## src/rtl/iobuf_bus_ctrl.sv

```systemverilog
// Round-robin controller sharing one half-duplex tri-state bus between requesters A and B.
// Sequences buffer enables (T active-low), inserts turnaround on direction change; all outputs registered.
module iobuf_bus_ctrl #(
  parameter int WIDTH    = 8,
  parameter int WR_CYC   = 2,
  parameter int RD_CYC   = 2,
  parameter int TURN_CYC = 1
) (
  input  logic             CLK,
  input  logic             RST,
  input  logic             req_a,
  input  logic             we_a,
  input  logic [WIDTH-1:0] wdata_a,
  output logic             ack_a,
  output logic [WIDTH-1:0] rdata_a,
  input  logic             req_b,
  input  logic             we_b,
  input  logic [WIDTH-1:0] wdata_b,
  output logic             ack_b,
  output logic [WIDTH-1:0] rdata_b,
  output logic [WIDTH-1:0] pad_i,
  output logic [WIDTH-1:0] pad_t,
  input  logic [WIDTH-1:0] pad_o,
  output logic             busy
);

  typedef enum logic [1:0] {IDLE, TURN, DRIVE, SAMPLE} state_t;

  localparam logic [4:0] WR_LD   = 5'(WR_CYC - 1);
  localparam logic [4:0] RD_LD   = 5'(RD_CYC - 1);
  localparam logic [4:0] TURN_LD = 5'((TURN_CYC > 0) ? TURN_CYC - 1 : 0);

  state_t           state;
  logic [4:0]       cnt;
  logic             owner;     // 0 = A, 1 = B
  logic             we_l;
  logic [WIDTH-1:0] wdata_l;
  logic             last_dir;  // 1 = last op was a write
  logic             last_b;    // last grant went to B

  logic             elig_a, elig_b, gnt, gnt_b, sel_we;
  logic [WIDTH-1:0] sel_wdata;

  // The requester being acked this cycle is masked so its stale req is not re-granted.
  always_comb begin
    elig_a    = req_a & ~ack_a;
    elig_b    = req_b & ~ack_b;
    gnt       = elig_a | elig_b;
    gnt_b     = elig_b & (~elig_a | ~last_b);
    sel_we    = gnt_b ? we_b : we_a;
    sel_wdata = gnt_b ? wdata_b : wdata_a;
  end

  always_ff @(posedge CLK) begin
    if (RST) begin
      state    <= IDLE;
      cnt      <= '0;
      owner    <= 1'b0;
      we_l     <= 1'b0;
      wdata_l  <= '0;
      last_dir <= 1'b0;
      last_b   <= 1'b1;
      pad_t    <= '1;
      pad_i    <= '0;
      ack_a    <= 1'b0;
      ack_b    <= 1'b0;
      rdata_a  <= '0;
      rdata_b  <= '0;
      busy     <= 1'b0;
    end else begin
      ack_a <= 1'b0;
      ack_b <= 1'b0;
      case (state)
        IDLE: begin
          if (gnt) begin
            owner   <= gnt_b;
            last_b  <= gnt_b;
            we_l    <= sel_we;
            wdata_l <= sel_wdata;
            busy    <= 1'b1;
            if ((sel_we != last_dir) && (TURN_CYC > 0)) begin
              state <= TURN;
              cnt   <= TURN_LD;
            end else if (sel_we) begin
              state <= DRIVE;
              cnt   <= WR_LD;
              pad_t <= '0;
              pad_i <= sel_wdata;
            end else begin
              state <= SAMPLE;
              cnt   <= RD_LD;
            end
          end
        end
        TURN: begin
          if (cnt == 5'd0) begin
            if (we_l) begin
              state <= DRIVE;
              cnt   <= WR_LD;
              pad_t <= '0;
              pad_i <= wdata_l;
            end else begin
              state <= SAMPLE;
              cnt   <= RD_LD;
            end
          end else begin
            cnt <= cnt - 5'd1;
          end
        end
        DRIVE: begin
          if (cnt == 5'd0) begin
            state    <= IDLE;
            pad_t    <= '1;
            pad_i    <= '0;
            busy     <= 1'b0;
            last_dir <= 1'b1;
            if (owner) ack_b <= 1'b1;
            else       ack_a <= 1'b1;
          end else begin
            cnt <= cnt - 5'd1;
          end
        end
        SAMPLE: begin
          if (cnt == 5'd0) begin
            state    <= IDLE;
            busy     <= 1'b0;
            last_dir <= 1'b0;
            if (owner) begin
              rdata_b <= pad_o;
              ack_b   <= 1'b1;
            end else begin
              rdata_a <= pad_o;
              ack_a   <= 1'b1;
            end
          end else begin
            cnt <= cnt - 5'd1;
          end
        end
        default: state <= IDLE;
      endcase
    end
  end

endmodule

```

## config.mk

```make
export PLATFORM = sky130hd
export DESIGN_NAME = iobuf_bus_ctrl
export DESIGN_NICKNAME = d
export VERILOG_FILES = /design/src/rtl/iobuf_bus_ctrl.sv
export SDC_FILE = /design/constraint.sdc
export NUM_CORES = 1
export LEC_CHECK = 0
export ABC_CLOCK_PERIOD_IN_PS = 2430
export CAP_MARGIN = 5
export CORE_MARGIN = 3
export CORE_UTILIZATION = 48
export CTS_CLUSTER_DIAMETER = 200
export DETAILED_ROUTE_END_ITERATION = 8
export GPL_TIMING_DRIVEN = 1
export PLACE_DENSITY = 0.79
export SETUP_SLACK_MARGIN = 0.5
export SYNTH_ARGS = -nofsm -noshare
export SYNTH_HDL_FRONTEND = slang
export SYNTH_SLANG_ARGS = --single-unit
```

## constraint.sdc

```tcl
create_clock -name CLK -period 2.43 [get_ports CLK]
set_input_delay 0.243 -clock CLK [delete_from_list [all_inputs] [get_ports CLK]]
set_output_delay 0.243 -clock CLK [all_outputs]
set_load 0.005 [all_outputs]
```

After elaboration in Yosys (flattened, before gate mapping)
Index checks and enable logic that the tools add are counted.
- add/sub/neg operators: 1
- eq/ne operators: 13
- muxes and demuxes: 35
- bitwise logic cells: 12
- reductions and logical operators: 15
- operators by type and width (kind ; count):
    8-bit two-way mux ; 13
    8-bit case mux with 3 select lines ; 2
    2-bit != test, second input constant ; 8
    5-bit two-way mux ; 3
    5-bit case mux with 3 select lines ; 1
    3-bit AND reduction ; 5
    1-bit two-way mux ; 9
    2-bit two-way mux ; 4
    1-bit inverter ; 7
    7-bit AND reduction ; 1
    2-bit case mux with 3 select lines ; 1
    5-bit logical NOT ; 1
    5-bit by 1-bit subtractor with 5-bit output, second input constant ; 1
    2-bit equality test, second input constant ; 2
    1-bit case mux with 2 select lines ; 2
    2-bit AND reduction ; 2
    2-bit nonzero test ; 2
    1-bit AND ; 3
    3-bit nonzero test ; 1
    3-bit OR reduction ; 1
    2-bit by 1-bit equality test with 1-bit output, second input constant ; 1
    2-bit logical NOT ; 1
    2-bit by 1-bit != test with 1-bit output, second input constant ; 1
    1-bit OR ; 2
    other kinds (2) ; 2
- bits in registers: 54
- bits of input ports: 30
- output and inout bits: 35
- word-level logic and storage cells: 90

Depth between registers and ports, before layout
Gate-level depths: netlist of the first run.
- depth in word-level cells: 10
- depth in mapped cells: 9
- gate-level depth less buffers: 7

Worst setup path before layout of the first run
Ideal clock, no wire load.
- path type: register -> register
- from: register ack_a
- to: register pad_i[0]
- library setup time: 0.125 ns
- arrival: 2.149 ns
- required time: 2.305 ns
- path slack: 0.156 ns
- cell stages (with the launch flop): 10
- path buffers: 2
- clock period less this slack: 2.274 ns
- path through: dfxtp_1 > and3b_1 > clkbuf_1 > nor2_1 > o21ai_0 > ha_1 > o41ai_1 > o2111ai_1 > buf_2 > mux2i_1
- elaborated cells on any way between the ends: 17
- classes of those cells: 4 x eq/ne; 6 x mux; 6 x bitwise; 1 x reduce/logical
- RTL lines (element ; RTL line ; text):
    from (decl) ; 14 ; output logic ack_a,
    from (signal assigned) ; 65 ; ack_a <= 1'b0;
    from (signal assigned) ; 71 ; ack_a <= 1'b0;
    from (signal assigned) ; 118 ; else ack_a <= 1'b1;
    1-bit inverter * ; 46 ; elig_a = req_a & ~ack_a;
    1-bit AND * ; 46 ;
    1-bit inverter * ; 49 ; gnt_b = elig_b & (~elig_a | ~last_b);
    1-bit OR * ; 49 ;
    1-bit AND * ; 49 ;
    1-bit two-way mux * ; 50 ; sel_we = gnt_b ? we_b : we_a;
    via sel_we ; 41 ; logic elig_a, elig_b, gnt, gnt_b, sel_we;
    1-bit != test ; 81 ; if ((sel_we != last_dir) && (TURN_CYC > 0)) begin
    2-bit != test (no line) ; -- ;
    7-bit AND reduction (no line) * ; -- ;
    to (signal assigned) ; 88 ; pad_i <= sel_wdata;
    to (signal assigned) ; 101 ; pad_i <= wdata_l;
    to (decl) ; 21 ; output logic [WIDTH-1:0] pad_i,
Mark *: on every way through the listed nets, which the timed path passes. The rest lies on a longest branch. The select of a mux whose other input is x is not followed.
A chain may end at the register's enable or synchronous reset.

Worst setup path in the final report of the first run
- from: register ack_a
- to: register pad_i[1]
The elaborated chain is that of the path after synthesis.

==> results of run 1 <==
worst max-delay path by stage:
stage,from,to,cells past startpoint
after global routing,ack_a,pad_i[1],8
final,ack_a,pad_i[1],8
after detailed placement,req_a,pad_i[1],9
after CTS,req_a,pad_i[1],9
after global placement,req_a,pad_i[5],9
after floorplan,ack_a,pad_i[0],9
metrics by stage:
| stage | hold WS [ns] | util (%) | cell area (um2) | instances | setup slack [ns] |
|---|---|---|---|---|---|
| after floorplan | 0.387 | - | 2430 | 287 | 0.502 |
| after global placement | 0.445 | 64.5 | 3090 | 402 | 0.181 |
| after detailed placement | 0.452 | 64.5 | 3090 | 402 | 0.0752 |
| after CTS | 0.464 | 67.9 | 3250 | 412 | 0.448 |
| after global routing | 0.503 | 70.0 | 3350 | 415 | 0.444 |
| final | 0.467 | 70.0 | 3350 | 415 | 0.508 |
timing repair:
| item | 4_1_cts | 5_1_grt |
|---|---|---|
| cloned | 1 | 0 |
| pin swaps | 1 | 4 |
| endpoints found under the hold margin | 0 | 0 |
| buffers inserted | 1 | 3 |
| resized for setup | 7 | 21 |
| setup endpoints to repair | 17 | 39 |
flip-flops by register name (all words and copies together), names as in the netlist:
register and flops:
owner 1, busy 1, pad_i 8, rdata_a 8, ack_b 1, ack_a 1, cnt 5, we_l 1
last_b 1, wdata_l 8, state 2, pad_t 1, rdata_b 8, last_dir 1
logic make-up after synthesis:
| logic type | count (synthesis) | share of synthesized area [%] |
|---|---|---|
| AND/OR/NAND/NOR | 69 | 14.0 |
| buffers and inverters | 52 | 9.62 |
| flip-flops | 47 | 39.1 |
| multiplexers | 27 | 11.2 |
| AO/OA/AOI/OAI | 85 | 22.4 |
| adder cells (fa/ha/maj) | 7 | 3.64 |
per-layer routing:
metal	up-vias	track usage, %	routed length (um)
li1	1132	-	-
met1	1043	26.1	2800
met2	87	33.1	2680
met3	11	6.57	504
met4	0	5.98	75
met5	-	0	0
layout make-up:
type / count / area (um2)
Fill cell: 377 / 1440
Multi-Input combinational cell: 188 / 1340
Clock buffer: 5 / 68.8
Sequential cell: 47 / 945
Inverter: 26 / 100
Tap cell: 67 / 83.8
Clock inverter: 3 / 47.5
Timing Repair Buffer: 79 / 766
power groups by stage:
stage | Combinational, mW | Clock [mW] | Sequential [mW]
floorplan | 1.06 | 0 | 1.12
global placement | 1.51 | 0 | 1.13
detailed placement | 1.55 | 0 | 1.14
CTS | 1.65 | 0.606 | 1.13
global route | 1.92 | 0.637 | 1.16
finish | 1.75 | 0.593 | 1.14
cells in the mapped netlist, drive strengths merged (9+ instances only):
cell | count | area share (%)
a211oi | 12 | 3.7
a21oi | 30 | 6.2
buf | 10 | 3.1
clkbuf | 16 | 2.5
dfxtp | 47 | 39
inv | 26 | 4.1
mux2i | 27 | 11
nand2 | 13 | 2.0
nand3 | 11 | 2.3
nor2 | 24 | 3.7
o21ai | 19 | 4.0
o41ai | 9 | 3.3
critical path, stage by stage, from the launching register on:
cell and delay, ns:
sky130_fd_sc_hd__dfxtp_2 0.35, sky130_fd_sc_hd__and3b_2 0.27, sky130_fd_sc_hd__nor2_4 0.05, sky130_fd_sc_hd__o21ai_4 0.18, sky130_fd_sc_hd__ha_4 0.24, sky130_fd_sc_hd__o41ai_4 0.22, sky130_fd_sc_hd__o2111ai_2 0.20, sky130_fd_sc_hd__buf_6 0.19
sky130_fd_sc_hd__mux2i_1 0.12
==> results.txt, run 1 <==
----------------------------------------------------
[Run status]
  Result of the run ... finished clean

[Worst hold path]
  Min-Delay Endpoint ... pad_i[5]
  Worst hold path type ... flop to flop
  Source of the worst hold timing path ... pad_i[5]
  Cell depth of the worst hold path ... 2

[Critical path]
  CP Data Required Time ... 2.62 ns
  Crit path kind ... flop to flop
  Worst Path Arrival ... roughly 2.1 ns
  Cells on worst reg2reg path ... 8
  Origin of the critical flop-to-flop path ... ack_a
  Type of destination of the critical path ... flop
  Critical path startpoint category ... flop
  Maximum fanout encountered on the critical timing path ... 5
  Capture instance of the worst register-to-register path ... pad_i[1]
  Slack of the worst reg-to-reg path ... 0.51 ns

[Floorplan]
  Initial Util ... between 50% and 60%
  Boundary pin count ... 65
  Die Footprint ... roughly 6000 um2
  Die Span Y ... between 70 and 80 um
  Die Wd ... roughly 77 um
  Placeable core area ... roughly 4800 um2
  Std cell rows ... 25

[CTS]
  Clk Latency, worst-skew pair ... around 0.3 ns
  Clock tree from TritonCTS ... yes
  Number of sinks on the clock net ... between 40 and 50
  Library cell used as clock root buffer ... sky130_fd_sc_hd__clkbuf_8
  CTS max path bufs ... 2
  Number of CTS-inserted buffers ... 5
  Post-CTS Hold Fix Bufs ... 0
  Clock transition at the register clock pins on the worst setup and hold paths after CTS ... roughly 0.09 ns
  H-tree depth ... 2

[Synth]
  Ys async rst share ... 0%
  EDFF count, synth ... 0
  Post-synthesis sequential area ratio ... between 30% and 40%
  Netlist area before placement ... approximately 2400 um2
  Seq cells post-synth ... between 40 and 50
  Synth Area per Inst ... roughly 8.4 um2
  Synth cell types ... 34
  Yosys warns ... 0
  Syn_nets ... 324
  Synth Instances ... between 200 and 300
  Most used flip-flop cell after synthesis ... sky130_fd_sc_hd__dfxtp_1

[Power and ir drop]
  Share of power burned in combinational logic ... between 50 and 60%
  Proportion of power drawn by the clock network ... between 15 and 20%
  IR drop worst, VDD ... just under 0.0005 V
  P_leak ... ~1.5 nW
  Final Power ... 3.48 mW
  Share of total power consumed by net switching ... 36.9%
  Cell internal pwr ... about 2.2 mW
  Share of total power in sequential cells ... 32.6%
  Switching component of the power ... 1.29 mW
  P per Cell Area ... 1040 nW/um2

[Cells and area]
  Most common library cell in the layout ignoring fill and taps ... sky130_fd_sc_hd__clkdlybuf4s50_1
  Number of antenna repair diodes ... 0
  Fraction of final layout cells with drive strength greater than 1 ... 12.4%
  Post-layout nets ... roughly 380
  Area added between synthesis and finish ... 39.2%
  Commonest cells after routing, fill and taps aside ... sky130_fd_sc_hd__clkdlybuf4s50_1 (62), sky130_fd_sc_hd__dfxtp_1 (44), sky130_fd_sc_hd__a21oi_1 (30), sky130_fd_sc_hd__mux2i_1 (27), sky130_fd_sc_hd__inv_1 (24)

[Global route]
  GRT Resource Usage Total ... 20.5%
  Global-route wire length before repair ... roughly 10000 um
  Via count of the first global-routing pass ... 2188
  Total overflow reported by the global router ... 0
  Pin count of the biggest net entering global routing ... 33
  Initial antenna violation count ... 0

[Route]
  Count of antenna-violating nets left after detailed routing ... 0
  Routed via count ... 2273
  First DRT Iteration DRCs ... 178
  Routed len/inst ... roughly 15 um
  Total wirelength of the detailed-routed design ... approximately 6100 um
  DR DRC count ... 0
  Number of search-and-repair iterations in the first detailed-routing pass ... 4
  Via-to-Cell Ratio ... about 5.5

[Timing]
  Final min period ... approximately 1.9 ns
  Final slew viol count ... 0
  Setup violations, final ... 0
  Sum of negative setup slack ... 0 ns
  Highest Clock Rate ... 0.520 GHz
  Portion of the clock cycle consumed by the worst path in the final layout ... around 80%
  Setup skew after layout ... around 0.0049 ns
  Transition time at the pin with the least slew margin ... 0.631 ns
  Slew margin rel. ... 57.9%
  Final Hold Violating Endpoints ... 0
  Setup repair after global routing missed its margin ... true

[Placement]
  Weighted congestion reported at the end of routability-driven placement ... around 0.9
  Count of input and output buffers ... 64
  Detailed placement HPWL ... between 4000 and 5000 um

[Job]
  Count of maximum capacitance violations ... 0

----------------------------------------------------
(Power assumes the default switching activity.)
==> run 2: changes to the inputs <==
--- a/config.mk
+++ b/config.mk
@@ -5,14 +5,14 @@
 export SDC_FILE = /design/constraint.sdc
 export NUM_CORES = 1
 export LEC_CHECK = 0
-export ABC_CLOCK_PERIOD_IN_PS = 2430
+export ABC_CLOCK_PERIOD_IN_PS = 1600
 export CAP_MARGIN = 5
 export CORE_MARGIN = 3
-export CORE_UTILIZATION = 48
+export CORE_UTILIZATION = 43
 export CTS_CLUSTER_DIAMETER = 200
 export DETAILED_ROUTE_END_ITERATION = 8
 export GPL_TIMING_DRIVEN = 1
-export PLACE_DENSITY = 0.79
+export PLACE_DENSITY = 0.74
 export SETUP_SLACK_MARGIN = 0.5
 export SYNTH_ARGS = -nofsm -noshare
 export SYNTH_HDL_FRONTEND = slang
==> constraint.sdc (replaced) <==
create_clock -name CLK -period 1.6 [get_ports CLK]
set_input_delay 0.16 -clock CLK [delete_from_list [all_inputs] [get_ports CLK]]
set_output_delay 0.16 -clock CLK [all_outputs]
set_load 0.005 [all_outputs]
==> results.txt, run 2 (same netlist as run 1, synthesis figures left out) <==
----------------------------------------------------
[Cells and area]
  Area added between synthesis and finish ... 68.7%
  Fraction of final layout cells with drive strength greater than 1 ... around 37%
  Most common library cell in the layout ignoring fill and taps ... sky130_fd_sc_hd__buf_6
  Post-layout instance count excluding filler cells ... between 400 and 500
  Post-layout nets ... about 430
  Commonest cells after routing, fill and taps aside ... sky130_fd_sc_hd__buf_6 (32), sky130_fd_sc_hd__clkdlybuf4s50_1 (29), sky130_fd_sc_hd__dfxtp_1 (28), sky130_fd_sc_hd__buf_4 (28), sky130_fd_sc_hd__mux2i_1 (27)
  Number of antenna repair diodes ... 0

[CTS]
  Post-CTS Hold Fix Bufs ... 0
  Number of sinks on the clock net ... 47
  Clock transition at the register clock pins on the worst setup and hold paths after CTS ... ~0.10 ns
  Number of CTS-inserted buffers ... 5
  H-tree depth ... 2
  CTS max path bufs ... 2
  Library cell used as clock root buffer ... sky130_fd_sc_hd__clkbuf_8
  Clk Latency, worst-skew pair ... 0.31 ns
  Clock tree from TritonCTS ... yes

[Route]
  Routed via count ... 2520
  Via-to-Cell Ratio ... 5.47
  Number of search-and-repair iterations in the first detailed-routing pass ... 4
  Count of antenna-violating nets left after detailed routing ... 0
  DR DRC count ... 0
  Total wirelength of the detailed-routed design ... approximately 8000 um
  Routed len/inst ... around 17 um
  First DRT Iteration DRCs ... 210

[Critical path]
  Highest-delay cell along the critical path ... sky130_fd_sc_hd__dfxtp_2
  Origin of the critical flop-to-flop path ... ack_a
  Type of destination of the critical path ... flop
  Worst Path Arrival ... roughly 2.1 ns
  Maximum fanout encountered on the critical timing path ... 5
  Crit path kind ... flop to flop
  Ordered cell list for the critical path ... and3b_2, nor2_4, o21ai_4, ha_4, o41ai_4, o2111ai_2, buf_6, mux2i_1
  Cells on worst reg2reg path ... 8
  CP Data Required Time ... about 1.8 ns
  CP peak stage delay ... 0.34 ns
  Critical path startpoint category ... flop
  Critical Path Source ... ack_a

[Power and ir drop]
  P per Cell Area ... approximately 1800 nW/um2
  Final Power ... slightly above 7 mW
  P_leak ... 1.88 nW
  IR drop worst, VDD ... approximately 0.0012 V

[Floorplan]
  Std cell rows ... 26
  Boundary pin count ... 65
  Die Span Y ... 80.8 um
  Initial Util ... 45.7%
  Placeable core area ... around 5300 um2
  Die Footprint ... around 6500 um2
  Die Wd ... around 81 um

[Run status]
  Failing checks ... setup timing
  Result of the run ... complete, but fails checks

[Timing]
  Highest Clock Rate ... between 0.5 and 0.6 GHz
  Setup repair after global routing missed its margin ... true
  Slew margin rel. ... a little over 70%
  Final min period ... 1.92 ns
  Final Hold Violating Endpoints ... 0
  Final slew viol count ... 0
  Setup skew after layout ... about 0.0092 ns
  Portion of the clock cycle consumed by the worst path in the final layout ... 120%
  Worst setup margin ... -0.322 ns
  Transition time at the pin with the least slew margin ... about 0.42 ns
  Setup violations, final ... 33
  Post-Route Hold Slack ... 0.460 ns

[Placement]
  Count of input and output buffers ... 64
  Total placed cells including tap cells ... approximately 420
  Weighted congestion reported at the end of routability-driven placement ... ~0.84
  Detailed placement HPWL ... slightly below 5000 um

[Global route]
  Global-route wire length before repair ... approximately 11000 um
  Initial antenna violation count ... 0
  GRT Resource Usage Total ... a little under a quarter
  Total overflow reported by the global router ... 0
  Pin count of the biggest net entering global routing ... 33
  Via count of the first global-routing pass ... between 2k and 2.5k

[Worst hold path]
  Source of the worst hold timing path ... pad_i[4]
  Worst hold path type ... flop to flop
  Cell depth of the worst hold path ... 2

[Job]
  Count of maximum capacitance violations ... 0

----------------------------------------------------
## run 2: cell types whose count changed in the layout (fill, tap and decap cells not counted), moves of 8 or more
cell                              delta
sky130_fd_sc_hd__clkdlybuf4s50_1    -33
sky130_fd_sc_hd__o21ai_0             -8
sky130_fd_sc_hd__dfxtp_2            +13
sky130_fd_sc_hd__dlygate4sd2_1      +21
sky130_fd_sc_hd__buf_4              +15
sky130_fd_sc_hd__buf_6              +30
sky130_fd_sc_hd__a21oi_1             -9
sky130_fd_sc_hd__dfxtp_1            -16
## run 2: critical path: cells and delay by family (launching register included)
| family | cells | cell delay (ns) |
|---|---|---|
| AOI/OAI and AO/OA | 3 | 0.61 |
| adders and majority gates | 1 | 0.24 |
| buffers and inverters | 1 | 0.19 |
| DFF | 1 | 0.34 |
| muxes | 1 | 0.11 |
| and+or+nand+nor | 2 | 0.33 |
## run 2: layer usage
| layer | wire length [um] | track usage (%) | share of wire [%] | up-vias |
|---|---|---|---|---|
| met5 | 0 | 0 | 0 | - |
| met4 | 305 | 11.0 | 3.8 | 0 |
| met3 | 554 | 5.88 | 6.9 | 27 |
| met2 | 4050 | 38.8 | 50 | 99 |
| met1 | 3140 | 26.2 | 39 | 1173 |
| li1 | - | - | - | 1221 |
## run 2: final timing paths
path	end	slack [ns]
worst max-delay path	pad_t[6]	-0.32
worst max register to register	pad_t[6]	-0.32
worst min register to register	pad_i[4]	0.46
worst min-delay path	pad_i[4]	0.46
## run 2: repair_timing
item | 4_1_cts | 5_1_grt
pin swaps | 15 | 19
endpoints found under the setup margin | 82 | 59
cloned | 2 | 0
buffers inserted | 17 | 12
gates resized for setup | 121 | 47
## run 2: per-stage QoR
| step | worst slack (ns) | TNS (ns) | area, um2 | util [%] |
|---|---|---|---|---|
| after CTS | -0.283 | -4.31 | 3800 | 72.1 |
| after floorplan | -0.294 | -3.93 | 2600 | - |
| after global routing | -0.381 | -9.36 | 4060 | 77.0 |
| final | -0.322 | -7.20 | 4060 | 77.0 |
| after global placement | -0.551 | -7.71 | 3390 | 64.3 |
| after detailed placement | -0.611 | -8.48 | 3390 | 64.3 |
## run 2: report_power, final
part           switching, mW  total (mW)  internal (mW)
Sequential             0.233        1.76           1.53
Combinational           2.03        4.45           2.41
Clock                  0.447       0.918          0.471
Total                   2.71        7.13           4.41
## run 2: layout make-up
class / count / area, um2
multi-input combinational: 188 / 1550
timing repair buffer: 122 / 1230
fill: 366 / 1210
sequential: 47 / 972
inverter: 26 / 108
tap: 70 / 87.6
clock buffer: 5 / 68.8
clock inverter: 3 / 46.3
==> RTL edit 1 (settings of run 1) <==
The parameter `WIDTH` goes from 8 to 10.
--- a/src/rtl/iobuf_bus_ctrl.sv
+++ b/src/rtl/iobuf_bus_ctrl.sv
@@ -2,5 +2,5 @@
 // Sequences buffer enables (T active-low), inserts turnaround on direction change; all outputs registered.
 module iobuf_bus_ctrl #(
-  parameter int WIDTH    = 8,
+  parameter int WIDTH    = 10,
   parameter int WR_CYC   = 2,
   parameter int RD_CYC   = 2,
Ports: changed (7 resized); port bits go from 65 to 79. No check against the original RTL was run, so the function may have changed too.
==> RTL edit 1 against run 1 <==
- area after synthesis is 19% higher
- routed wire length rose by 21%
- clock power is 16% lower
- sequential cell count rose by 8
- final cell count increased by 13%
- global-route usage grew 0.65 points
- sequential power rose by 16%
- cell area up 14%
- non-clock buffer count increased by 18
- power increased by 16%
- critical path depth unchanged
- setup slack lost 0.18 ns
- critical path type unchanged
- critical endpoint is now pad_i[5]$_SDFFE_PP0P_
==> RTL edit 1: results (changes against run 1) <==
| Metric | Value |
|---|---|
| Setup crit end | pad_i[5]$_SDFFE_PP0P_ (was pad_i[1]$_SDFFE_PP0P_) |
| Synth cell count leaders | dfxtp_1 (55), nand2_1 (41), nor2_1 (38) (was dfxtp_1 (47), a21oi_1 (30), mux2i_1 (27)) |
| Post-DP Area | 0.00366 mm2 (was 0.00309 mm2) |
| Worst Tran Pin Value | 0.560 ns (was 0.631 ns) |
| CP Max Fanout | 11 (was 5) |
| Sw Pwr | 1.58 mW (was 1.29 mW) |
| FF+latch count | 55 (was 47) |
| Cells after Synth | 323 (was 287) |
| Flop2flop setup slack | 0.33 ns (was 0.51 ns) |
| LEAKAGE | 1.61 nW (was 1.46 nW) |
| Chip Width | 83.1 um (was 76.8 um) |
| Syn Nets | 366 (was 324) |
| Number of detailed-route iterations in the first pass | 5 (was 4) |
| Layout net count | 439 (was 384) |
| Yosys cell types | 50 (was 34) |
| Outcome | finished, final reports clean (unchanged) |
| WL final | 7310 um (was 6050 um) |
| Layout Area Growth over Synthesis | 33.3% (was 39.2%) |
| Hold_sp | pad_i[3]$_SDFFE_PP0P_ (was pad_i[5]$_SDFFE_PP0P_) |
| Layout non-clock buf frac | 24.5% (was 22.9%) |
| Clock network share of area | 2.23% (was 3.48%) |
| Inst Count DP | 457 (was 402) |
| Multi-input logic area | 0.00153 mm2 (was 0.00134 mm2) |
| First-pass GRT wire length | 12,300 um (was 10,000 um) |
| Worst Skew | 0.00835 ns (was 0.00494 ns) |
| Multi-input logic cell count | 222 (was 188) |
| Internal | 2.46 mW (was 2.20 mW) |
| Vias per cell | 5.76 (was 5.48) |
| Sequential power share | 32.5% (was 32.6%) |
| Comb pwr share | 55.1% (was 50.4%) |
| Sequential area share after synthesis | 38.5% (was 39.1%) |
| Filler cells | 438 (was 377) |
| Synth top area cells | dfxtp_1 (39%), mux2i_1 (12%), nand2_1 (5.4%) (was dfxtp_1 (39%), mux2i_1 (11%), a21oi_1 (6.2%)) |
| Clock buf count | 6 (was 5) |
| RD Place Congestion | 0.890 (was 0.875) |
| CP arrival | 2.30 ns (was 2.11 ns) |
| Vias in the first global route | 2,606 (was 2,188) |
| Invs w/o clock | 15 (was 26) |
| Port Buf Inserts | 78 (was 64) |
| DRT iter0 DRCs | 183 (was 178) |
-- RTL edit 1: cell types whose count changed in the layout (fill, tap and decap cells not counted), sizes merged, moves of 6 or more --
cell,change
nand3,-6
a21oi,-15
mux2i,+6
dfxtp,+8
o311ai,+7
nor2,+14
inv,-13
or4,+7
nand2,+28
clkdlybuf4s50,+15
o21ai,-10
-- RTL edit 1: cell families (layout without fill, tap and decap cells) --
logic type	count (synthesis)	in the layout	share of synthesized area, %
simple gates	114	114	19.2
compound gates	68	68	18.0
flops	55	55	38.5
buf+inv	46	120	9.59
mux	33	33	11.6
fa+ha+maj	7	7	3.07
-- RTL edit 1: metrics by stage --
step,setup WS (ns),hold slack (ns)
after floorplan,0.430,0.387
after global placement,0.0398,0.447
after detailed placement,-0.0504,0.451
after CTS,0.347,0.465
after global routing,0.204,0.489
final,0.326,0.461
-- RTL edit 1: worst min path at each step --
stage | to | slack [ns] | cells past startpoint
3_5_place_dp | pad_i[7]$_SDFFE_PP0P_ | 0.45 | 2
5_1_grt | pad_i[7]$_SDFFE_PP0P_ | 0.49 | 2
6_report | pad_i[3]$_SDFFE_PP0P_ | 0.46 | 2
3_3_place_gp | pad_i[7]$_SDFFE_PP0P_ | 0.45 | 2
4_1_cts | pad_i[7]$_SDFFE_PP0P_ | 0.46 | 2
2_1_floorplan | rdata_a[0]$_SDFFE_PP0P_ | 0.39 | 2
-- RTL edit 1: timing repair --
item / CTS / global route
buffers inserted: 3 / 1
gates resized for setup: 4 / 6
endpoints found under the setup margin: 33 / 27
gates cloned: 0 / 0
pin swaps: 2 / 2
-- RTL edit 1: routing by layer --
layer	track usage, %	wire length [um]
met1	27.5	3210
met2	32.4	3200
met3	7.84	761
met4	6.98	147
met5	0	0
==> RTL edit 2 (flow settings as in run 1) <==
Without the edit above. The 4 states of `state_t` get a one-hot encoding in 4 bits.
--- a/src/rtl/iobuf_bus_ctrl.sv
+++ b/src/rtl/iobuf_bus_ctrl.sv
@@ -25,5 +25,5 @@
 );
 
-  typedef enum logic [1:0] {IDLE, TURN, DRIVE, SAMPLE} state_t;
+  typedef enum logic [3:0] {IDLE = 4'b0001, TURN = 4'b0010, DRIVE = 4'b0100, SAMPLE = 4'b1000} state_t;
 
   localparam logic [4:0] WR_LD   = 5'(WR_CYC - 1);
Check against the original RTL: same outputs for any inputs over 10 cycles, from zero or initial values and one cycle with RST high; not proved beyond that.
==> RTL edit 2 against run 1 <==
- sequential cell count increased by 2
- area after synthesis increased by 1.0%
- setup slack got worse by 0.033 ns
- clock skew increased by 0.0010 ns
- cell area increased by 0.22%
- synthesized cell count decreased by 4.5%
- routed wire length increased by 5.9%
- power decreased by 28%
- critical path type unchanged
- largest power group unchanged
==> RTL edit 2: results (changes against run 1) <==
| Metric | Value |
|---|---|
| Vias per cell | 5.50 (was 5.48) |
| Hold Path Class | in2reg (was reg2reg) |
| Largest net degree at the start of global routing | 42 (was 33) |
| Syn Nets | 308 (was 324) |
| Inst Count DP | 390 (was 402) |
| Filler cells | 404 (was 377) |
| Mux share of post-synthesis cell area | 11.1% (was 11.2%) |
| Post-DP HPWL | 4410 um (was 4290 um) |
| Yosys cell types | 45 (was 34) |
| Layout net count | 372 (was 384) |
| RD Place Congestion | 0.871 (was 0.875) |
| Adder-Cell Fraction of Synth Area | 2.06% (was 3.64%) |
| Compound-Gate Fraction of Synth Area | 19.3% (was 22.4%) |
| Layout cell share with drive strength beyond 1 | 17.1% (was 12.4%) |
| Synth top area cells | dfxtp_1 (40%), mux2i_1 (7.4%), nor2_1 (6.0%) (was dfxtp_1 (39%), mux2i_1 (11%), a21oi_1 (6.2%)) |
| CP arrival | 2.16 ns (was 2.11 ns) |
| Worst Skew | 0.00595 ns (was 0.00494 ns) |
| DRT iter0 DRCs | 188 (was 178) |
| Worst Tran Pin Value | 0.740 ns (was 0.631 ns) |
| Number of detailed-route iterations in the first pass | 4 (unchanged) |
| LEAKAGE | 1.32 nW (was 1.46 nW) |
| Synth cell count leaders | dfxtp_1 (49), nor2_1 (39), a21oi_1 (19) (was dfxtp_1 (47), a21oi_1 (30), mux2i_1 (27)) |
| Max Root-Sink Buffers | 2 (unchanged) |
| Fin cells | 406 (was 415) |
| Worst-path clk slew | 0.09 ns (about the same) |
| Outcome | finished, final reports clean (unchanged) |
| Initial antenna violation count | 0 (unchanged) |
| Clk Latency, worst-skew pair | roughly 0.31 ns |
| Root Buffer | clkbuf_8 (unchanged) |
| Sequential area share after synthesis | 40.3% (was 39.1%) |
| Xor/xnor share of the synthesized area | 0.721% (was 0%) |
| First-pass GRT wire length | 9940 um (was 10,000 um) |
| Port Buf Inserts | 64 (unchanged) |
| Post-DR wirelength/cell | 15.8 um (was 14.6 um) |
| Syn Area/Cell | 8.87 um2 (was 8.38 um2) |
| Vias in the first global route | 2,108 (was 2,188) |
| Total Routing Usage GR | 20.9% (was 20.5%) |
| Maximum VDD drop | 0.391 mV (was 0.497 mV) |
[RTL edit 2: cell types whose count changed after synthesis, moves of 4 or more]
cell and delta:
a311oi_1 +6, nor2b_1 +6, mux2i_1 -9, a21oi_1 -11
mux2_2 +8, o41ai_1 -9, a211oi_1 -10, clkbuf_1 -5
a21o_1 +7, nand2b_1 -4, nor2_1 +15, inv_1 -20
[RTL edit 2: final cells by class]
class                   count  share of cell area (%)
clock inverters             3                   0.634
multi-input cells         195                    41.5
repair buffers             81                    23.4
flip-flops and latches     49                    29.3
inverters                   6                   0.671
clock buffers               5                    2.05
well taps                  67                    2.50
[RTL edit 2: path summary, 6_finish.rpt]
kind | start | endpoint | slack (ns) | cells past startpoint
max | ack_a$_SDFF_PP0_ | pad_i[5]$_SDFFE_PP0P_ | 0.47 | 7
min | RST | rdata_b[1]$_SDFFE_PP0P_ | 0.48 | 2
max reg2reg | ack_a$_SDFF_PP0_ | pad_i[5]$_SDFFE_PP0P_ | 0.47 | 7
min reg2reg | rdata_a[4]$_SDFFE_PP0P_ | rdata_a[4]$_SDFFE_PP0P_ | 0.50 | 2
[RTL edit 2: kinds of logic after synthesis]
logic type,count (synthesis)
adders and majority gates,4
and+or+nand+nor,95
DFF,49
muxes,26
xor gates and xnor gates,2
AOI/OAI and AO/OA,67
buffers and inverters,31
[RTL edit 2: repair_timing]
action                     CTS  global route
setup buffers                2             4
hold endpoints to repair     0             0
cloned                       1             1
pin swaps                    4             8
resized for setup            9            16
setup endpoints to repair   23            37
[RTL edit 2: through the flow]
stage / cell area (um2) / hold WS [ns] / setup slack, ns
final: 3360 / 0.480 / 0.474
after CTS: 3250 / 0.471 / 0.492
after detailed placement: 3100 / 0.486 / 0.0789
after floorplan: 2430 / 0.387 / 0.447
after global placement: 3100 / 0.474 / 0.157
after global routing: 3360 / 0.511 / 0.377
[RTL edit 2: metal layers]
| metal | part of all wire, % | global-route usage [%] | routed length (um) | vias up |
|---|---|---|---|---|
| met5 | 0 | 0 | 0 | - |
| met4 | 1.3 | 6.94 | 85 | 0 |
| met3 | 8.9 | 7.28 | 568 | 8 |
| met2 | 48 | 35.1 | 3070 | 85 |
| met1 | 42 | 24.8 | 2690 | 1045 |
| li1 | - | - | - | 1096 |
[RTL edit 2: worst max-delay path: stages (launching register included)]
cell,delay [ns]
dfxtp_2,0.34
nand3b_1,0.18
nand2_2,0.10
mux2i_2,0.24
ha_1,0.30
o2bb2ai_4,0.22
o211ai_4,0.15
mux2_4,0.32
[RTL edit 2: report_power, final]
part | switching, mW | internal (mW) | total (mW)
Clock | 0.283 | 0.204 | 0.487
Sequential | 0.0855 | 0.920 | 1.01
Combinational | 0.500 | 0.523 | 1.02
Total | 0.868 | 1.65 | 2.52
